--- src/rtl/multicycle_control_unit.sv ---
// Multi-cycle FSM control unit for the 16-bit Von Neumann RISC: sequences
// fetch/decode/execute/memory/writeback over one shared memory port.
module multicycle_control_unit #(
  parameter int OPCODE_W       = 4,
  parameter int ALU_OP_W       = 4,
  parameter int TIMEOUT_W      = 8,
  parameter int TIMEOUT_CYCLES = 255
) (
  input  logic                clk,
  input  logic                rst_n,
  input  logic [OPCODE_W-1:0] opcode_in,
  input  logic                alu_zero_flag_in,
  input  logic                mem_ready_in,
  input  logic                run_in,
  output logic                pc_write_enable_out,
  output logic                ir_write_enable_out,
  output logic                reg_write_enable_out,
  output logic                mem_read_enable_out,
  output logic                mem_write_enable_out,
  output logic [ALU_OP_W-1:0] alu_opcode_out,
  output logic                alu_src_select_out,
  output logic                mem_to_reg_select_out,
  output logic                jump_enable_out,
  output logic                branch_enable_out,
  output logic                mem_address_select_out,
  output logic                halt_cpu_out,
  output logic                illegal_opcode_out,
  output logic                bus_timeout_out,
  output logic [2:0]          state_out
);

  typedef enum logic [2:0] {
    S_FETCH     = 3'd0,
    S_DECODE    = 3'd1,
    S_EXECUTE   = 3'd2,
    S_MEMORY    = 3'd3,
    S_WRITEBACK = 3'd4,
    S_HALT      = 3'd5,
    S_RESET     = 3'd6
  } state_t;

  localparam logic [OPCODE_W-1:0] OP_NOP  = OPCODE_W'(4'b0000);
  localparam logic [OPCODE_W-1:0] OP_ADD  = OPCODE_W'(4'b0001);
  localparam logic [OPCODE_W-1:0] OP_NOT  = OPCODE_W'(4'b0110);
  localparam logic [OPCODE_W-1:0] OP_MOV  = OPCODE_W'(4'b0111);
  localparam logic [OPCODE_W-1:0] OP_LD   = OPCODE_W'(4'b1000);
  localparam logic [OPCODE_W-1:0] OP_ST   = OPCODE_W'(4'b1001);
  localparam logic [OPCODE_W-1:0] OP_BEQZ = OPCODE_W'(4'b1010);
  localparam logic [OPCODE_W-1:0] OP_JMP  = OPCODE_W'(4'b1011);
  localparam logic [OPCODE_W-1:0] OP_HLT  = OPCODE_W'(4'b1110);

  localparam logic [ALU_OP_W-1:0]  ALU_BYPASS   = '1;
  localparam logic [ALU_OP_W-1:0]  ALU_ADD      = ALU_OP_W'(4'b0001);
  localparam logic [TIMEOUT_W-1:0] TIMEOUT_LAST = TIMEOUT_W'(TIMEOUT_CYCLES - 1);

  state_t                 state_q, state_d;
  logic [OPCODE_W-1:0]    opcode_q, opcode_d;
  logic [TIMEOUT_W-1:0]   wait_cnt_q, wait_cnt_d;
  logic                   illegal_q, illegal_d;
  logic                   timeout_q, timeout_d;
  logic                   timeout_hit;

  function automatic logic is_alu_op(input logic [OPCODE_W-1:0] op);
    return (op >= OP_ADD) && (op <= OP_NOT);
  endfunction

  function automatic logic is_legal(input logic [OPCODE_W-1:0] op);
    return (op <= OP_JMP) || (op == OP_HLT);
  endfunction

  // The timeout fires on the wait cycle that would bring the count up to the limit.
  assign timeout_hit = (TIMEOUT_CYCLES != 0) && !mem_ready_in && (wait_cnt_q == TIMEOUT_LAST);

  always_comb begin
    state_d    = state_q;
    opcode_d   = opcode_q;
    wait_cnt_d = wait_cnt_q;
    illegal_d  = illegal_q;
    timeout_d  = timeout_q;
    case (state_q)
      S_RESET: state_d = S_FETCH;
      S_FETCH, S_MEMORY: begin
        if (mem_ready_in) begin
          if (state_q == S_FETCH)     state_d = S_DECODE;
          else if (opcode_q == OP_LD) state_d = S_WRITEBACK;
          else                        state_d = S_FETCH;
        end else if (timeout_hit) begin
          state_d   = S_HALT;
          timeout_d = 1'b1;
        end else if (wait_cnt_q != '1) begin
          wait_cnt_d = wait_cnt_q + 1'b1;
        end
      end
      S_DECODE: begin
        opcode_d = opcode_in;
        if (opcode_in == OP_NOP)      state_d = S_FETCH;
        else if (opcode_in == OP_HLT) state_d = S_HALT;
        else if (!is_legal(opcode_in)) begin
          state_d   = S_HALT;
          illegal_d = 1'b1;
        end else                      state_d = S_EXECUTE;
      end
      S_EXECUTE: begin
        if (is_alu_op(opcode_q) || opcode_q == OP_MOV)  state_d = S_WRITEBACK;
        else if (opcode_q == OP_LD || opcode_q == OP_ST) state_d = S_MEMORY;
        else                                             state_d = S_FETCH;
      end
      S_WRITEBACK: state_d = S_FETCH;
      S_HALT: begin
        if (run_in) begin
          state_d   = S_FETCH;
          illegal_d = 1'b0;
          timeout_d = 1'b0;
        end
      end
      default: state_d = S_RESET;
    endcase
    // Every fresh memory access starts its wait count from zero.
    if ((state_d == S_FETCH || state_d == S_MEMORY) && (state_d != state_q))
      wait_cnt_d = '0;
  end

  always_comb begin
    pc_write_enable_out    = 1'b0;
    ir_write_enable_out    = 1'b0;
    reg_write_enable_out   = 1'b0;
    mem_read_enable_out    = 1'b0;
    mem_write_enable_out   = 1'b0;
    alu_opcode_out         = ALU_BYPASS;
    alu_src_select_out     = 1'b0;
    mem_to_reg_select_out  = 1'b0;
    jump_enable_out        = 1'b0;
    branch_enable_out      = 1'b0;
    mem_address_select_out = 1'b0;
    halt_cpu_out           = 1'b0;
    case (state_q)
      S_FETCH: begin
        mem_read_enable_out = 1'b1;
        ir_write_enable_out = mem_ready_in;
        pc_write_enable_out = mem_ready_in;
      end
      S_EXECUTE: begin
        if (is_alu_op(opcode_q)) begin
          alu_opcode_out = ALU_OP_W'(opcode_q);
        end else if (opcode_q == OP_MOV) begin
          alu_opcode_out     = ALU_ADD;
          alu_src_select_out = 1'b1;
        end else if (opcode_q == OP_LD || opcode_q == OP_ST) begin
          mem_address_select_out = 1'b1;
        end else if (opcode_q == OP_BEQZ) begin
          alu_src_select_out  = 1'b1;
          branch_enable_out   = alu_zero_flag_in;
          pc_write_enable_out = alu_zero_flag_in;
        end else if (opcode_q == OP_JMP) begin
          jump_enable_out     = 1'b1;
          pc_write_enable_out = 1'b1;
        end
      end
      S_MEMORY: begin
        mem_address_select_out = 1'b1;
        mem_read_enable_out    = (opcode_q == OP_LD);
        mem_write_enable_out   = (opcode_q == OP_ST);
      end
      S_WRITEBACK: begin
        reg_write_enable_out = 1'b1;
        if (is_alu_op(opcode_q)) begin
          alu_opcode_out = ALU_OP_W'(opcode_q);
        end else if (opcode_q == OP_MOV) begin
          alu_opcode_out     = ALU_ADD;
          alu_src_select_out = 1'b1;
        end else if (opcode_q == OP_LD) begin
          mem_to_reg_select_out = 1'b1;
        end
      end
      S_HALT: halt_cpu_out = 1'b1;
      default: ;
    endcase
  end

  assign illegal_opcode_out = illegal_q;
  assign bus_timeout_out    = timeout_q;
  assign state_out          = state_q;

  always_ff @(posedge clk or negedge rst_n) begin
    if (!rst_n) begin
      state_q    <= S_RESET;
      opcode_q   <= '0;
      wait_cnt_q <= '0;
      illegal_q  <= 1'b0;
      timeout_q  <= 1'b0;
    end else begin
      state_q    <= state_d;
      opcode_q   <= opcode_d;
      wait_cnt_q <= wait_cnt_d;
      illegal_q  <= illegal_d;
      timeout_q  <= timeout_d;
    end
  end

endmodule

--- config.mk ---
export PLATFORM = sky130hd
export DESIGN_NAME = multicycle_control_unit
export DESIGN_NICKNAME = d
export VERILOG_FILES = /design/src/rtl/multicycle_control_unit.sv
export SDC_FILE = /design/constraint.sdc
export NUM_CORES = 1
export LEC_CHECK = 0
export ABC_CLOCK_PERIOD_IN_PS = 2600
export CORE_ASPECT_RATIO = 1.75
export CORE_MARGIN = 10
export CORE_UTILIZATION = 51
export CTS_BUF_LIST = sky130_fd_sc_hd__clkbuf_8
export DETAILED_ROUTE_END_ITERATION = 8
export GPL_TIMING_DRIVEN = 1
export PLACE_DENSITY_LB_ADDON = 0.12
export SYNTH_ARGS = -nofsm -noshare
export SYNTH_HDL_FRONTEND = slang
export SYNTH_SLANG_ARGS = --single-unit
--- constraint.sdc ---
create_clock -name clk -period 2.6 [get_ports clk]
set_input_delay 0.78 -clock clk [delete_from_list [all_inputs] [get_ports clk]]
set_output_delay 0.78 -clock clk [all_outputs]
set_load 0.05 [all_outputs]
# After elaboration in Yosys (flattened, before gate mapping)
# Index checks and enable logic that the tools add are counted.
classes:
  reduce_logical: 21
  add_sub_neg: 1
  eq_ne: 24
  n_mux: 63
  magnitude_cmp: 3
ops:
  columns: ["cell", "n"]
  rows:
  - ["2-to-1 mux 8 bit", 5]
  - ["2-to-1 mux 1 bit", 38]
  - ["2-to-1 mux 3 bit", 9]
  - ["== test 4 bit, second input constant", 5]
  - ["one-hot mux 3 bit (5 select lines)", 1]
  - ["2-to-1 mux 4 bit", 3]
  - ["!= test 2 bit, second input constant", 6]
  - ["one-hot mux 1 bit (2 select lines)", 6]
  - ["== test 3 x 2 -> 1 bit, second input constant", 3]
  - ["== test 3 bit, second input constant", 3]
  - ["adder 8 x 1 -> 8 bit, second input constant", 1]
  - ["== test 8 bit, second input constant", 1]
  - ["!= test 8 bit, second input constant", 1]
  - ["AND reduction 4 bit", 2]
  - ["nonzero test 2 bit", 4]
  - ["zero test 3 bit", 2]
  - ["OR reduction 2 bit", 3]
  - ["AND reduction 5 bit", 1]
  - ["== test 4 x 3 -> 1 bit, second input constant", 1]
  - [">= comparator 4 x 1 -> 1 bit, second input constant", 1]
  - ["<= comparator 4 x 3 -> 1 bit, second input constant", 1]
  - ["<= comparator 4 bit, second input constant", 1]
  - ["zero test 4 bit", 1]
  - ["logical OR 1 bit", 4]
  - ["6 further kinds", 9]
totals:
  in_bits: 9
  regBits: 17
  wordCells: 117

# Depth between registers and ports, before layout
# Gate-level depths: netlist (run 1).
depth:
  word_depth: 11
  ltp_mapped: 7

# Least setup slack after synthesis (run 1)
# Ideal clock, no wire load.
synth_timing:
  path_kind: "register to output"
  from: "reg state_q[1], in the netlist state_out[1]"
  to: "out mem_write_enable_out"
  path_stages_with_launch: 4
  n_path_buf: 1
  t_arrival_ns: 2.667
  slack_ns: -0.847
  path_cell_list: "dfstp_2 -> buf_2 -> nand2b_1 -> nor4b_1"
synth_between:
  elab_chain_len: 2
synth_lines:
  columns: ["item", "line_no", "rtl"]
  rows:
  - ["from (decl)", "56", "state_t state_q, state_d;"]
  - ["from (signal assigned)", "192", "state_q <= state_d;"]
  - ["== test 3 x 2 -> 1 bit", "136", "case (state_q)"]
  - ["2-to-1 mux 1 bit", "136", null]
  - ["to (decl)", "19", "output logic mem_write_enable_out,"]
# No other way between the ends.

# Worst setup path in the final report (run 1)
layout_timing:
  from: "reg state_q[0], in the netlist state_out[0]"
  to: "out state_out[0]"
layout_rtl:
  columns: ["item", "line_no", "rtl"]
  rows:
  - ["to (decl)", "29", "output logic [2:0] state_out"]
# No word-level cell between the ends.

==> results of run 1 <==
-- cell families (layout without fill, tap and decap cells) --
family,count (synthesis),in the layout,synth area share (%)
AOI/OAI and AO/OA,35,35,21.39
xor gates and xnor gates,4,4,2.935
adders and majority gates,2,2,2.096
buffers and inverters,14,45,6.395
DFF,17,17,35.85
muxes,4,4,3.564
and+or+nand+nor,63,63,27.78
-- layer usage --
layer / GRT usage [%] / wire (µm)
met1: 13.16 / 1058
met2: 26.45 / 1874
met3: 3.963 / 203
met4: 4.615 / 77
met5: 0 / 0
-- layout make-up --
class,count,area (µm²)
multi-input cells,108,749.5
fillers,172,555.5
repair buffers,34,431.7
flip-flops and latches,17,430.4
clock buffers,3,41.29
well taps,25,31.28
inverters,7,26.28
clock inverters,1,7.507
-- worst max path at each step --
stage / slack (ns) / end
3_3_place_gp: -0.02 / pc_write_enable_out
5_1_grt: 0.01 / branch_enable_out
4_1_cts: 0.006 / alu_src_select_out
2_1_floorplan: -0.05 / branch_enable_out
3_5_place_dp: -0.04 / pc_write_enable_out
6_report: 0.10 / state_out[0]
-- state kept, by name (all words and copies together), names as in the netlist --
register            flops
opcode_q                4
illegal_opcode_out      1
state_out               3
wait_cnt_q              8
bus_timeout_out         1
-- cells in the final DEF, fill, tap and decap left out, drive strengths merged, types with 3 or more instances in the layout --
master / n
clkbuf: 3
nor4b: 3
buf: 23
a31oi: 3
nor3: 4
and3: 6
clkdlybuf4s50: 10
a211oi: 6
inv: 7
nor4: 3
and2: 3
dfrtp: 15
nand3: 3
nand2: 13
o21ai: 8
a21oi: 6
nor2: 22
xnor2: 4
-- stage by stage --
stage          cells   TNS, ns  instance area [µm²]  utilization (%)  power, mW
6_report         195         0                 1718            75.56      1.989
5_1_grt          195         0                 1718            75.56      2.122
4_1_cts          193         0                 1700            74.79      1.976
3_5_place_dp     189  -0.03839                 1643            72.26      1.764
3_3_place_gp     189  -0.02109                 1643            72.26      1.731
2_1_floorplan    139  -0.07623                 1244                -      1.364
-- timing repair --
| action | 4_1_cts | 5_1_grt |
|---|---|---|
| resized for setup | 3 | 2 |
| endpoints found under the setup margin | 1 | 4 |
| buffers inserted | 0 | 2 |
| gates cloned | 0 | 0 |
-- power groups by stage --
stage	registers [mW]	logic [mW]	clock network, mW
floorplan	0.505	0.858	0
global placement	0.504	1.23	0
detailed placement	0.510	1.25	0
CTS	0.506	1.27	0.205
global route	0.518	1.39	0.217
finish	0.502	1.28	0.205
==> impl_metrics.csv, run 1 <==
group,metric,value,unit
timing,fin_crit_sh,96.15,%
synthesis,synth_area,1194,µm²
clock_tree,cts.sinks,17,
detailed_routing,ant_nets,0,
synthesis,synth_top_area_share,31.45,%
layout,nNetsFinal,182,
critical_path,cpMaxStageDelayCell,"clkdlybuf4s50_1",
synthesis,ys_ff_latch,17,
clock_tree,root_buffer,"clkbuf_8",
floorplanning,initial_core_util,52.50,%
critical_path,end_kind,"output pin",
global_route,grt_use_total,13.83,%
clock_tree,h-tree-depth,1,
worst_hold_path,hp-start,"illegal_opcode_out",
critical_path,crit_required,1.82,ns
pwr,cellLeakagePower,0.6989,nW
pwr,p_clk_share,10.3,%
critical_path,start_kind,"flop",
floorplanning,core,2273,µm²
clock_tree,cts_made_buffers,3,
worst_hold_path,worstHoldPathCells,1,
detailed_routing,drc,0,
timing,drv_slew,0,
global_route,antenna_found_initial,0,
critical_path,cp_data_arrival_time,1.72,ns
pwr,power.internal,0.9874,mW
critical_path,worstPathCellList,"clkdlybuf4s50_1",
detailed_routing,num_vias,1190,
detailed_routing,via_per_inst,6.103,
floorplanning,fp.dieH,84,µm
worst_hold_path,hold_class,"reg -> reg",
pwr,ir_drop,0.0006547,V
critical_path,reg2reg_depth,6,
synthesis,synth_area_leaders,"dfrtp_1 31%, nor2_1 6.6%, dfstp_2 4.4%, nand2_1 4.1%, o21ai_0 2.9%",
global_route,grt_pass1_vias,1223,
timing,hold_ws,0.5119,ns
synthesis,yosysSeqAreaShare,35.85,%
critical_path,r2r_setup_slack,0.71,ns
pwr,swShare,50.35,%
critical_path,rr_endpoint,"wait_cnt_q[3]",
floorplanning,rows,23,
floorplanning,die_w,56.57,µm
timing,hold_viol,0,
synthesis,synth_cell_types,42,
synthesis,synth_warnings,0,
synthesis,yosysTopAreaCell,"dfrtp_1",
outcome,status,"completed",
clock_tree,clk_latency,0.26,ns
placed_design,post-place-ws,-0.03839,ns
layout,diodes,0,
timing,max_freq,0.4000,GHz
placed_design,dp_hpwl,2594,µm
synthesis,synthCells,139,
clock_tree,hold_buffers,0,
critical_path,worst-setup-path-type,"reg -> out",
detailed_routing,dr.pass1.iters,4,
critical_path,worst-path-buf-inv,1,
pwr,p_sw,1.001,mW
critical_path,crit_fanout,12,
timing,fin_ws,0.1001,ns
floorplanning,ios,29,
detailed_routing,wl_per_cell,16.48,µm
clock_tree,clockBufferDepth,2,
synthesis,synth_edf_count,0,
synthesis,syn-num-nets,150,
critical_path,crit_family,"buffers and inverters",
pwr,cellPowerDensity,1158,nW/µm²
global_route,grt_first_pass_wirelength,5747,µm
run,drv_cap,0,
placed_design,gp_congestion,0.8205,
timing,tightest_slew,0.5036,ns
layout,syn2layout_area_growth,43.92,%
synthesis,syn_avg_cell_area,8.587,µm²
timing,fin_worst_skew,0.004158,ns
critical_path,cp_num_cells,1,
synthesis,synthArstFlopShare,100.0,%
global_route,grt_max_degree,18,
critical_path,worstSetupStartpoint,"state_out[0]",
critical_path,r2r_start,"state_out[1]",
timing,slew_headroom,66.32,%
timing,fin_crit,2.500,ns
clock_tree,cts_tree,"done",
floorplanning,dieArea,4752,µm²
global_route,overflow,0,
detailed_routing,routed_wl,3213,µm
clock_tree,clkTransAtPathRegs,0.07,ns
synthesis,synth_top_flop_cell,"dfrtp_1",
synthesis,synth_common_cells,"21 x nor2_1, 15 x dfrtp_1, 13 x nand2_1, 7 x inv_1, 7 x o21ai_0",
worst_hold_path,worstHoldEndpoint,"illegal_opcode_out",
synthesis,synth_most_common_cell,"nor2_1",
timing,setup_violations,0,
placed_design,numPortBuffers,28,
pwr,p_comb_share,64.4,%
pwr,p_seq_share,25.2,%
layout,drive_above_1_share,28.82,%
timing,grt_setup_unrepaired,"no",
detailed_routing,drt_iter0_drc,57,
critical_path,slowest_delay,0.89,ns
(Power assumes the default switching activity.)
==> run 2: changes to the inputs <==
Settings changed: CELL_PAD_IN_SITES_DETAIL_PLACEMENT set to 0, CELL_PAD_IN_SITES_GLOBAL_PLACEMENT set to 2, CORE_UTILIZATION 51 to 30, CTS_CLUSTER_SIZE set to 30.
==> run 2 against run 1 <==
  * Count of clock-buffer cells in the layout did not move
  * Wire length rose by 9.4%
  * Design area rose by 1.2%
  * Sequential share of layout area fell by 0.38 points
  * Clock skew fell by 0.0028 ns
  * Setup slack improved by 0.030 ns
  * Global-route usage fell by 3.2 points
  * Hold slack got worse by 0.0022 ns
  * Total power fell by 0.66%
  * Non-clock buffer count did not move
  * Sequential power barely moved
  * Sequential cell count did not move
  * Largest cell class unchanged
  * Largest power group unchanged
==> impl_metrics.csv, run 2 (synthesis results as in run 1) <==
group,metric,value,unit
layout,fin_cells,218,
global_route,grt_pass1_vias,1159,
layout,final_cell_mix,"20 x nor2_1, 14 x dfrtp_1, 12 x nand2_1, 12 x buf_12, 12 x buf_4",
critical_path,cpMaxStageDelayCell,"dfstp_2",
worst_hold_path,hp-start,"illegal_opcode_out",
critical_path,end_kind,"output pin",
floorplanning,ios,29,
critical_path,worst-path-buf-inv,2,
floorplanning,rows,30,
critical_path,worstPathCellList,"buf_4 > nor2_1 > nand2_1 > nor3b_2 > buf_12",
clock_tree,h-tree-depth,1,
worst_hold_path,hold_class,"reg -> reg",
layout,final_common_cell,"nor2_1",
timing,hold_viol,0,
floorplanning,die_w,67.68,µm
detailed_routing,num_vias,1111,
global_route,grt_use_total,10.63,%
clock_tree,root_buffer,"clkbuf_8",
timing,max_freq,0.4049,GHz
outcome,status,"completed",
layout,final_area,1739,µm²
layout,diodes,0,
placed_design,gp_congestion,0.7345,
worst_hold_path,worstHoldEndpoint,"illegal_opcode_out",
layout,syn2layout_area_growth,45.70,%
placed_design,dp_hpwl,2787,µm
detailed_routing,routed_wl,3514,µm
layout,largest_reg_flops,8,
detailed_routing,ant_nets,0,
critical_path,reg2reg_depth,6,
pwr,ir_drop,0.0004429,V
clock_tree,clk_latency,0.25,ns
critical_path,cp_data_arrival_time,1.69,ns
critical_path,rr_endpoint,"wait_cnt_q[2]",
global_route,overflow,0,
placed_design,numPortBuffers,28,
timing,setup_violations,0,
timing,hold_ws,0.5096,ns
global_route,grt_max_degree,18,
floorplanning,core,3866,µm²
critical_path,worst-setup-path-type,"reg -> out",
detailed_routing,dr.pass1.iters,4,
timing,fin_crit,2.470,ns
critical_path,crit_required,1.82,ns
critical_path,slowest_delay,0.43,ns
clock_tree,hold_buffers,0,
floorplanning,dieArea,7001,µm²
timing,grt_setup_unrepaired,"no",
timing,tightest_slew,0.5027,ns
global_route,antenna_found_initial,0,
clock_tree,cts.sinks,17,
detailed_routing,drt_iter0_drc,21,
worst_hold_path,worstHoldPathCells,1,
pwr,cellLeakagePower,0.7062,nW
floorplanning,fp.dieH,103.4,µm
critical_path,crit_family,"simple AND/OR/NAND/NOR gates",
critical_path,start_kind,"flop",
timing,fin_crit_sh,95.00,%
clock_tree,cts_tree,"done",
layout,nNetsFinal,182,
timing,slew_headroom,66.38,%
pwr,cellPowerDensity,1136,nW/µm²
global_route,grt_first_pass_wirelength,5713,µm
detailed_routing,via_per_inst,5.096,
detailed_routing,drc,0,
floorplanning,initial_core_util,30.87,%
timing,fin_worst_skew,0.001370,ns
run,drv_cap,0,
timing,drv_slew,0,
clock_tree,clkTransAtPathRegs,0.07,ns
critical_path,r2r_start,"state_out[2]",
detailed_routing,wl_per_cell,16.12,µm
layout,top_register,"wait_cnt_q",
clock_tree,cts_made_buffers,3,
critical_path,crit_fanout,9,
clock_tree,clockBufferDepth,2,
placed_design,dp_cells,212,
critical_path,r2r_setup_slack,0.81,ns
placed_design,placed_area,1669,µm²
layout,drive_above_1_share,28.24,%
run 2: per-stage QoR:
step           setup TNS [ns]  power, mW  util, %  worst slack [ns]
2_1_floorplan        -0.07623      1.364        -          -0.05256
3_3_place_gp         -0.01307      1.761    43.17          -0.01307
3_5_place_dp         -0.03060      1.772    43.17          -0.03060
4_1_cts                     0      1.985    44.56           0.05575
5_1_grt                     0      2.104    44.98          0.001945
6_report                    0      1.976    44.98            0.1300
run 2: worst max-delay path by stage:
| stage | to | slack, ns | cells after the start | startpoint |
|---|---|---|---|---|
| after floorplan | branch_enable_out | -0.05 | 5 | state_out[1] |
| after detailed placement | pc_write_enable_out | -0.03 | 5 | mem_ready_in |
| after global placement | pc_write_enable_out | -0.01 | 5 | mem_ready_in |
| final | branch_enable_out | 0.13 | 5 | state_out[2] |
| after CTS | alu_opcode_out[1] | 0.06 | 5 | state_out[1] |
| after global routing | branch_enable_out | 0.002 | 4 | state_out[0] |
run 2: timing repair:
action	in CTS	in global routing
setup endpoints to repair	1	3
setup buffers	0	2
gates resized for setup	3	1
gates cloned	0	0
run 2: cell type report:
type                            instances  area (µm²)
Fill cell                             388        2127
Multi-Input combinational cell        108       749.5
Sequential cell                        17       429.2
Timing Repair Buffer                   34       429.2
Tap cell                               48       60.06
Clock buffer                            3       41.29
Inverter                                7       26.28
Clock inverter                          1       3.754
run 2: where the power goes:
part / total [mW] / leakage (nW) / switching, mW / internal [mW]
combinational: 1.28 / 0.465 / 0.756 / 0.523
clock: 0.197 / 0.0269 / 0.0920 / 0.105
sequential: 0.499 / 0.214 / 0.148 / 0.352
total: 1.98 / 0.706 / 0.996 / 0.979
run 2: routing by layer:
| metal | up-vias | global-route usage (%) | routed length (µm) |
|---|---|---|---|
| li1 | 555 | - | - |
| met1 | 536 | 9.855 | 1245 |
| met2 | 15 | 20.62 | 2069 |
| met3 | 5 | 2.373 | 140 |
| met4 | 0 | 4.921 | 59 |
| met5 | - | 0 | 0 |
run 2: worst reg2reg max path, cell delays in order, from the launching register on:
cell and delay, ns:
dfstp_2 0.64, buf_4 0.20, nor2_1 0.08, o21a_1 0.13, a22oi_1 0.27, o211a_4 0.28, a211oi_1 0.06
